### config.mk
export PLATFORM = sky130hd
export DESIGN_NAME = mem_req_arbiter_flat
export DESIGN_NICKNAME = d
export VERILOG_FILES = /design/src/rtl/mem_req_arbiter_if.sv /design/src/rtl/mem_req_arbiter.sv /design/src/flat_wrapper.sv
export SDC_FILE = /design/constraint.sdc
export NUM_CORES = 1
export LEC_CHECK = 0
export ABC_AREA = 1
export CORE_UTILIZATION = 40
export CTS_CLUSTER_SIZE = 8
export DETAILED_ROUTE_END_ITERATION = 7
export GPL_TIMING_DRIVEN = 0
export PLACE_DENSITY = 0.79
export SYNTH_ARGS = -nofsm -noshare
export SYNTH_HDL_FRONTEND = slang
export SYNTH_SLANG_ARGS = --single-unit
### constraint.sdc
create_clock -name clk -period 4.7 [get_ports clk]
set_input_delay 0.705 -clock clk [delete_from_list [all_inputs] [get_ports clk]]
set_output_delay 0.705 -clock clk [all_outputs]
set_load 0.01 [all_outputs]
### src/rtl/mem_req_arbiter_if.sv
// ----------------------------------------------------------------------------
// mem_req_arbiter_if
// Downstream memory request bus between the arbiter and the address-decode /
// memory-map block. It carries a ren/wen/ack four-phase handshake.
//   m_addr, m_wdata : 32-bit address / write data (arbiter -> memory map)
//   m_ren, m_wen    : read / write request levels (arbiter -> memory map)
//   m_ack           : acknowledge level             (memory map -> arbiter)
//   m_rdata         : read data, valid while m_ack  (memory map -> arbiter)
// Modports: master = arbiter side, slave = memory-map side.
// ----------------------------------------------------------------------------
interface mem_req_arbiter_if;
   logic [31:0] m_addr;
   logic [31:0] m_wdata;
   logic        m_ren;
   logic        m_wen;
   logic        m_ack;
   logic [31:0] m_rdata;

   modport master (
      output m_addr,
      output m_wdata,
      output m_ren,
      output m_wen,
      input  m_ack,
      input  m_rdata
   );

   modport slave (
      input  m_addr,
      input  m_wdata,
      input  m_ren,
      input  m_wen,
      output m_ack,
      output m_rdata
   );
endinterface

### src/rtl/mem_req_arbiter.sv
// ----------------------------------------------------------------------------
// mem_req_arbiter
// Three-port round-robin arbiter. Port 0 is the DMA engine, port 1 is the CPU
// data port and port 2 is the CPU instruction-fetch port. They share one
// downstream memory request port. The arbiter latches the winning command,
// runs the full downstream four-phase handshake, and returns the read data
// and ack to the winner. A bounded wait aborts a hung downstream transaction.
// Ports:
//   clk, rst              : rising-edge clock, asynchronous active-high reset
//   rN_addr/rN_wdata      : port N command (N = 0..2), held until rN_ack
//   rN_ren/rN_wen         : port N read/write request levels
//   rN_ack                : port N acknowledge level
//   rdata                 : read data of the current/last response
//   grant                 : one-hot owner of the downstream port, 0 when idle
//   bus_err               : one-cycle pulse on timeout abort
//   err_count             : saturating count of timeouts
//   mbus                  : downstream request bus (master side)
// ----------------------------------------------------------------------------
module mem_req_arbiter #(
   parameter int TIMEOUT = 255
) (
   input  logic        clk,
   input  logic        rst,
   input  logic [31:0] r0_addr,
   input  logic [31:0] r0_wdata,
   input  logic        r0_ren,
   input  logic        r0_wen,
   output logic        r0_ack,
   input  logic [31:0] r1_addr,
   input  logic [31:0] r1_wdata,
   input  logic        r1_ren,
   input  logic        r1_wen,
   output logic        r1_ack,
   input  logic [31:0] r2_addr,
   input  logic [31:0] r2_wdata,
   input  logic        r2_ren,
   input  logic        r2_wen,
   output logic        r2_ack,
   output logic [31:0] rdata,
   output logic [2:0]  grant,
   output logic        bus_err,
   output logic [7:0]  err_count,
   mem_req_arbiter_if.master mbus
);

   typedef enum logic [1:0] {
      ST_IDLE  = 2'd0,
      ST_BUSY  = 2'd1,
      ST_DRAIN = 2'd2,
      ST_RESP  = 2'd3
   } state_t;

   // Last counter value before the abort fires.
   localparam logic [15:0] TO_LAST = 16'(TIMEOUT - 1);

   // First requester found scanning ptr, ptr+1, ptr+2 (mod 3).
   function automatic logic [2:0] rr_pick(input logic [2:0] req, input logic [1:0] ptr);
      logic [2:0] res;
      case (ptr)
         2'd1:    res = req[1] ? 3'b010 : (req[2] ? 3'b100 : (req[0] ? 3'b001 : 3'b000));
         2'd2:    res = req[2] ? 3'b100 : (req[0] ? 3'b001 : (req[1] ? 3'b010 : 3'b000));
         default: res = req[0] ? 3'b001 : (req[1] ? 3'b010 : (req[2] ? 3'b100 : 3'b000));
      endcase
      return res;
   endfunction

   state_t      state_q,   state_d;
   logic [1:0]  ptr_q,     ptr_d;
   logic [2:0]  grant_q,   grant_d;
   logic [2:0]  ack_q,     ack_d;
   logic [15:0] cnt_q,     cnt_d;
   logic [31:0] rdata_q,   rdata_d;
   logic        bus_err_q, bus_err_d;
   logic [7:0]  err_cnt_q, err_cnt_d;
   logic [31:0] m_addr_q,  m_addr_d;
   logic [31:0] m_wdata_q, m_wdata_d;
   logic        m_ren_q,   m_ren_d;
   logic        m_wen_q,   m_wen_d;

   logic [2:0]  req_s;
   logic [2:0]  pick_s;
   logic [31:0] sel_addr_s;
   logic [31:0] sel_wdata_s;
   logic        sel_ren_s;
   logic        sel_wen_s;

   assign req_s  = {r2_ren | r2_wen, r1_ren | r1_wen, r0_ren | r0_wen};
   assign pick_s = rr_pick(req_s, ptr_q);

   // Command mux for the port selected by the round-robin scan.
   always_comb begin
      sel_addr_s  = 32'h0000_0000;
      sel_wdata_s = 32'h0000_0000;
      sel_ren_s   = 1'b0;
      sel_wen_s   = 1'b0;
      case (pick_s)
         3'b001: begin
            sel_addr_s  = r0_addr;
            sel_wdata_s = r0_wdata;
            sel_ren_s   = r0_ren;
            sel_wen_s   = r0_wen;
         end
         3'b010: begin
            sel_addr_s  = r1_addr;
            sel_wdata_s = r1_wdata;
            sel_ren_s   = r1_ren;
            sel_wen_s   = r1_wen;
         end
         3'b100: begin
            sel_addr_s  = r2_addr;
            sel_wdata_s = r2_wdata;
            sel_ren_s   = r2_ren;
            sel_wen_s   = r2_wen;
         end
         default: begin
            sel_addr_s  = 32'h0000_0000;
            sel_wdata_s = 32'h0000_0000;
            sel_ren_s   = 1'b0;
            sel_wen_s   = 1'b0;
         end
      endcase
   end

   // Next-state and next-output logic of the arbitration FSM.
   always_comb begin
      state_d   = state_q;
      ptr_d     = ptr_q;
      grant_d   = grant_q;
      ack_d     = ack_q;
      cnt_d     = cnt_q;
      rdata_d   = rdata_q;
      bus_err_d = 1'b0;
      err_cnt_d = err_cnt_q;
      m_addr_d  = m_addr_q;
      m_wdata_d = m_wdata_q;
      m_ren_d   = m_ren_q;
      m_wen_d   = m_wen_q;
      case (state_q)
         ST_IDLE: begin
            if (pick_s != 3'b000) begin
               grant_d   = pick_s;
               m_addr_d  = sel_addr_s;
               m_wdata_d = sel_wdata_s;
               m_ren_d   = sel_ren_s;
               // A request with both ren and wen high is treated as a read.
               m_wen_d   = sel_wen_s & ~sel_ren_s;
               cnt_d     = 16'd0;
               state_d   = ST_BUSY;
            end else begin
               state_d   = ST_IDLE;
            end
         end
         ST_BUSY: begin
            if (mbus.m_ack) begin
               rdata_d = m_ren_q ? mbus.m_rdata : 32'h0000_0000;
               m_ren_d = 1'b0;
               m_wen_d = 1'b0;
               state_d = ST_DRAIN;
            end else if (cnt_q == TO_LAST) begin
               rdata_d   = 32'h0000_0000;
               m_ren_d   = 1'b0;
               m_wen_d   = 1'b0;
               bus_err_d = 1'b1;
               err_cnt_d = (err_cnt_q == 8'hFF) ? err_cnt_q : (err_cnt_q + 8'd1);
               state_d   = ST_DRAIN;
            end else begin
               cnt_d   = cnt_q + 16'd1;
               state_d = ST_BUSY;
            end
         end
         ST_DRAIN: begin
            // Complete the downstream four-phase cycle before answering.
            if (!mbus.m_ack) begin
               ack_d   = grant_q;
               state_d = ST_RESP;
            end else begin
               state_d = ST_DRAIN;
            end
         end
         ST_RESP: begin
            if ((grant_q & req_s) == 3'b000) begin
               ack_d   = 3'b000;
               grant_d = 3'b000;
               case (grant_q)
                  3'b001:  ptr_d = 2'd1;
                  3'b010:  ptr_d = 2'd2;
                  3'b100:  ptr_d = 2'd0;
                  default: ptr_d = 2'd0;
               endcase
               state_d = ST_IDLE;
            end else begin
               state_d = ST_RESP;
            end
         end
         default: begin
            state_d = ST_IDLE;
         end
      endcase
   end

   // State and output registers; asynchronous reset clears everything.
   always_ff @(posedge clk or posedge rst) begin
      if (rst) begin
         state_q   <= ST_IDLE;
         ptr_q     <= 2'd0;
         grant_q   <= 3'b000;
         ack_q     <= 3'b000;
         cnt_q     <= 16'd0;
         rdata_q   <= 32'h0000_0000;
         bus_err_q <= 1'b0;
         err_cnt_q <= 8'd0;
         m_addr_q  <= 32'h0000_0000;
         m_wdata_q <= 32'h0000_0000;
         m_ren_q   <= 1'b0;
         m_wen_q   <= 1'b0;
      end else begin
         state_q   <= state_d;
         ptr_q     <= ptr_d;
         grant_q   <= grant_d;
         ack_q     <= ack_d;
         cnt_q     <= cnt_d;
         rdata_q   <= rdata_d;
         bus_err_q <= bus_err_d;
         err_cnt_q <= err_cnt_d;
         m_addr_q  <= m_addr_d;
         m_wdata_q <= m_wdata_d;
         m_ren_q   <= m_ren_d;
         m_wen_q   <= m_wen_d;
      end
   end

   assign r0_ack       = ack_q[0];
   assign r1_ack       = ack_q[1];
   assign r2_ack       = ack_q[2];
   assign rdata        = rdata_q;
   assign grant        = grant_q;
   assign bus_err      = bus_err_q;
   assign err_count    = err_cnt_q;
   assign mbus.m_addr  = m_addr_q;
   assign mbus.m_wdata = m_wdata_q;
   assign mbus.m_ren   = m_ren_q;
   assign mbus.m_wen   = m_wen_q;

endmodule

### src/flat_wrapper.sv
// flat-port wrapper written by rule: the top's interface ports become plain ports
module mem_req_arbiter_flat 
#(
   parameter int TIMEOUT = 255
)
  (clk, rst, r0_addr, r0_wdata, r0_ren, r0_wen, r0_ack, r1_addr, r1_wdata, r1_ren, r1_wen, r1_ack, r2_addr, r2_wdata, r2_ren, r2_wen, r2_ack, rdata, grant, bus_err, err_count, mbus_m_addr, mbus_m_wdata, mbus_m_ren, mbus_m_wen, mbus_m_ack, mbus_m_rdata);
  mem_req_arbiter_if mbus_i ();
  input  logic clk;
  input  logic rst;
  input  logic [31:0] r0_addr;
  input  logic [31:0] r0_wdata;
  input  logic r0_ren;
  input  logic r0_wen;
  output logic r0_ack;
  input  logic [31:0] r1_addr;
  input  logic [31:0] r1_wdata;
  input  logic r1_ren;
  input  logic r1_wen;
  output logic r1_ack;
  input  logic [31:0] r2_addr;
  input  logic [31:0] r2_wdata;
  input  logic r2_ren;
  input  logic r2_wen;
  output logic r2_ack;
  output logic [31:0] rdata;
  output logic [2:0] grant;
  output logic bus_err;
  output logic [7:0] err_count;
  output wire logic [$bits(mbus_i.m_addr)-1:0] mbus_m_addr;
  output wire logic [$bits(mbus_i.m_wdata)-1:0] mbus_m_wdata;
  output wire logic [$bits(mbus_i.m_ren)-1:0] mbus_m_ren;
  output wire logic [$bits(mbus_i.m_wen)-1:0] mbus_m_wen;
  input wire logic [$bits(mbus_i.m_ack)-1:0] mbus_m_ack;
  input wire logic [$bits(mbus_i.m_rdata)-1:0] mbus_m_rdata;
  assign mbus_m_addr = mbus_i.m_addr;
  assign mbus_m_wdata = mbus_i.m_wdata;
  assign mbus_m_ren = mbus_i.m_ren;
  assign mbus_m_wen = mbus_i.m_wen;
  assign mbus_i.m_ack = mbus_m_ack;
  assign mbus_i.m_rdata = mbus_m_rdata;
  mem_req_arbiter #(.TIMEOUT(TIMEOUT)) u_core (.clk(clk), .rst(rst), .r0_addr(r0_addr), .r0_wdata(r0_wdata), .r0_ren(r0_ren), .r0_wen(r0_wen), .r0_ack(r0_ack), .r1_addr(r1_addr), .r1_wdata(r1_wdata), .r1_ren(r1_ren), .r1_wen(r1_wen), .r1_ack(r1_ack), .r2_addr(r2_addr), .r2_wdata(r2_wdata), .r2_ren(r2_ren), .r2_wen(r2_wen), .r2_ack(r2_ack), .rdata(rdata), .grant(grant), .bus_err(bus_err), .err_count(err_count), .mbus(mbus_i));
endmodule
==> impl_results.md <==
- Final Setup Violations: 0
- Hpwl dp: roughly 22 mm
- Clock share of power: 0.218
- Synth top area share: 0.464
- Max clock buf depth: 2
- Tightest Pin Transition: 0.624 ns
- GPL Wtd Cong: between 1 and 1.5
- Tot Pwr: roughly 6 mW
- CP required: about 5.1 ns
- Flops & latches, synth: 133
- Share of layout cells above drive strength 1: 0.0766
- Cell Area, Placed: 0.0109 sq mm
- CTS HTree Levels: 4
- Die area: 0.0185 sq mm
- Count of TritonRoute iterations in the first routing pass: 5
- Crit-path cells: clkdlybuf4s50_1 > inv_1 > nand2_1 > nor2_1 > nand2_1 > a21oi_1 > buf_2 > buf_2 > nand3_1 > nand3_1 > nand2_1 > nand2_1
- Arrival @ worst endpoint: 2.88 ns
- Most frequent CP cell: nand2_1
- P_int: between 3 and 4 mW
- CTS sink cnt: approximately 130
- Syn Nets: 1230
- Row Count: 48
- Hold_ws: approximately 0.48 ns
- Num ports: 346
- CP Class: in -> reg
- Area of the multi-input gates: approximately 0.0034 sq mm
- RSZ-0062 raised after global routing: false
- Initial antenna violation count: 4
- CP Max Fanout: 10
- CORE AREA: roughly 0.017 sq mm
- Synth warn: 0
- Post-Synth XOR/XNOR Area: 0.0122
- Logic pwr share: 0.512
- Yosys top cell by area: dfrtp_1
- Layout Cell Area excl Fill: between 0.01 and 0.015 sq mm
- Relative slew slack: 0.584
- Vias in the first global route: between 7k and 8k
- Worst path slowest cell: clkdlybuf4s50_1
- Root buffer cell: clkbuf_16
- CTS buffer count: 17
- Max VDD drop: roughly 320 uV
- Post-Synthesis Cells: 992
- Final Cycle Share: 0.536
- Die Ht: approximately 140 microns
- Synth unique cells: 30
- F_max: between 0.3 and 0.4 GHz
- Synth Area in Compound Gates: 0.0520
- Post-synthesis sequential area ratio: 0.464
- Pin count of the biggest net entering global routing: just under 80
- Status: finished clean
- Max-slew violations: 0
- Final hold viol count: 0
- Post-CTS setup buffer count: 0
- Placed cell count: roughly 1.6k
- Final std cells w/o fill: between 1.5k and 2k
- CP endpoint kind: flop
- Clock skew: 0.0104 ns
- Pwr dens: between 500 and 600 mW/mm^2
- Worst path top cell family by delay: buffers and inverters
- Top cells by area, synth: dfrtp_1, nand2_1, nand3_1
- Largest family of logic cells by synthesized area: simple AND/OR/NAND/NOR gates
- First-pass GRT wire length: 41.9 mm
- Worst skew pair latency: between 0.4 and 0.5 ns
- Static Leak: between 5 and 6 nW
- Starting Density: 0.412
- Sequential Area: 0.00333 sq mm
- Mapped cell area: about 0.0072 sq mm
- Delay of the slowest critical-path stage: 0.46 ns
- Number of remaining DRC errors: 0
- Clk slew on worst S/H paths: approximately 0.060 ns
- Synthesis-to-finish area growth: 60.9%
- Routed wire per std cell: roughly 18 microns
- Fin nets: 1595
- Initial DRC count: roughly 540
- Hold buffers post-CTS: 0
- Fillers: 1534
- Switching pwr: about 2.7 mW
- Die W: 136 microns
- Switch share: 0.433
- CTS tree: yes
- Syn_area_per_cell: 7.23 sq um
- Flop pwr share: 0.269
- All-Layer GR Usage: 0.305
- DR vias: between 8k and 9k
- Final min period: between 2 and 3 ns
- Crit start category: input port
- Post-Synth Adder-Cell Area: 0.00873
- Final ANT Viol Nets: 0
- CTS resizes: 0
- Vias per cell: approximately 5.1
- Post-Route WL: ~28 mm
- Mux cell area share after synthesis: 0
- Buffers on Ports: around 350
- Crit path buffers/inverters: 4
- Maxcap violations: 0
- Tightest Hold Check Type: reg -> reg
- Simple-Gate Fraction of Synth Area: 0.399
- Grt total ovfl: 0
## logic make-up (layout without fill, tap and decap cells)
kind of cell             Yosys count  after routing
AND/OR/NAND/NOR                  681            681
flip-flops                       133            133
buffers and inverters             94            472
AO/OA/AOI/OAI                     69             69
XOR/XNOR                          10             10
adder cells (fa/ha/maj)            5              5
other                              0              4
## state kept, by name (all words and copies together) (netlist names)
| signal | flops |
|---|---|
| u_core.ack_q | 3 |
| u_core.bus_err | 1 |
| u_core.cnt_q | 16 |
| u_core.err_count | 8 |
| u_core.grant | 3 |
| u_core.mbus.m_addr | 32 |
| u_core.mbus.m_ren | 1 |
| u_core.mbus.m_wdata | 32 |
| u_core.mbus.m_wen | 1 |
| u_core.ptr_q | 2 |
| u_core.rdata | 32 |
| u_core.state_q | 2 |
## metal layers
metal,up-vias,GRT usage,wire (microns)
li1,3933,-,-
met1,3761,0.351,10800
met2,373,0.512,13700
met3,63,0.0988,2780
met4,2,0.146,1080
met5,-,0,16
## synth_stat cells, drive strengths merged
master and count:
a21oi 5, buf 42, clkbuf 11, dfrtp 133, ha 5, inv 41, nand2 465, nand3 164
nand3b 1, nand4 8, nor2 33, nor3 7, nor4 1, o211ai 1, o21ai 57, o21bai 2
o22ai 4, or2 2, xnor2 5, xor2 5
## worst register-to-register path, cell delays in order (launching register included)
cell and delay [ns]:
dfrtp_1 0.36, inv_1 0.06, ha_1 0.31, nor2_1 0.07, nor2_1 0.11, nand2_1 0.07, a21oi_1 0.32, buf_2 0.32
buf_2 0.37, nand3_1 0.13, nand3_1 0.12, nand2_1 0.06, nand2_1 0.09
## path summary, 6_finish.rpt
kind                                                    start                            endpoint  slack [ns]  cells past startpoint
min in group asynchronous                                 rst  u_core.mbus.m_wdata[8]$_DFFE_PP0P_        0.72                      2
max in group asynchronous                                 rst     u_core.err_count[5]$_DFFE_PP0P_        3.19                      3
setup reg to reg                  u_core.ptr_q[0]$_DFFE_PP0P_  u_core.mbus.m_addr[26]$_DFFE_PP0P_        2.27                     12
hold / removal             u_core.mbus.m_addr[24]$_DFFE_PP0P_  u_core.mbus.m_addr[24]$_DFFE_PP0P_        0.48                      2
setup / recovery                                       r0_ren  u_core.mbus.m_addr[26]$_DFFE_PP0P_        2.18                     12
hold reg to reg            u_core.mbus.m_addr[24]$_DFFE_PP0P_  u_core.mbus.m_addr[24]$_DFFE_PP0P_        0.48                      2
## cell type report
class,instances,share of cell area
Timing Repair Buffer,346,0.302
Buffer,53,0.0263
Tap cell,225,0.0244
Inverter,41,0.0138
Antenna cell,4,0.000868
Multi-Input combinational cell,765,0.293
Clock inverter,15,0.0139
Clock buffer,17,0.0369
Sequential cell,133,0.289
## power groups by stage
stage          clock network, mW  registers, mW  logic (mW)
4_1_cts                     1.36           1.66        3.15
6_report                    1.35           1.66        3.15
3_3_place_gp                   0           1.66        3.09
5_1_grt                     1.41           1.69        3.45
2_1_floorplan                  0           1.77        1.62
3_5_place_dp                   0           1.66        3.14
## through the flow
stage                     setup TNS, ns  setup slack (ns)   util
after global routing                  0              2.05  0.662
after floorplan                       0             0.441      -
after CTS                             0              2.19  0.662
after global placement          -224.89             -1.70  0.626
final                                 0              2.18  0.662
after detailed placement              0              1.76  0.628
## cell usage in the layout, fill, tap and decap left out
cell type	n
nor2_2	2
ha_1	5
o21bai_1	2
diode_2	4
nor3_1	7
o21ai_1	40
inv_2	7
inv_8	4
dfrtp_1	133
xor2_1	5
clkdlybuf4s50_1	345
clkbuf_16	17
clkinv_4	2
inv_6	7
buf_6	5
buf_16	1
nor2_1	28
buf_2	29
nand3b_1	1
or2_4	1
nand2_1	455
o22ai_1	4
nand3_2	1
or2_2	1
o21ai_2	4
bufinv_16	1
clkinvlp_4	2
inv_1	33
a21oi_1	5
nand4_1	8
nor4_1	1
nand2_2	10
nand3_1	163
nor2_4	3
buf_4	8
xnor2_1	5
o21ai_0	13
clkbuf_1	11
o211ai_1	1
(Power assumes the default switching activity.)
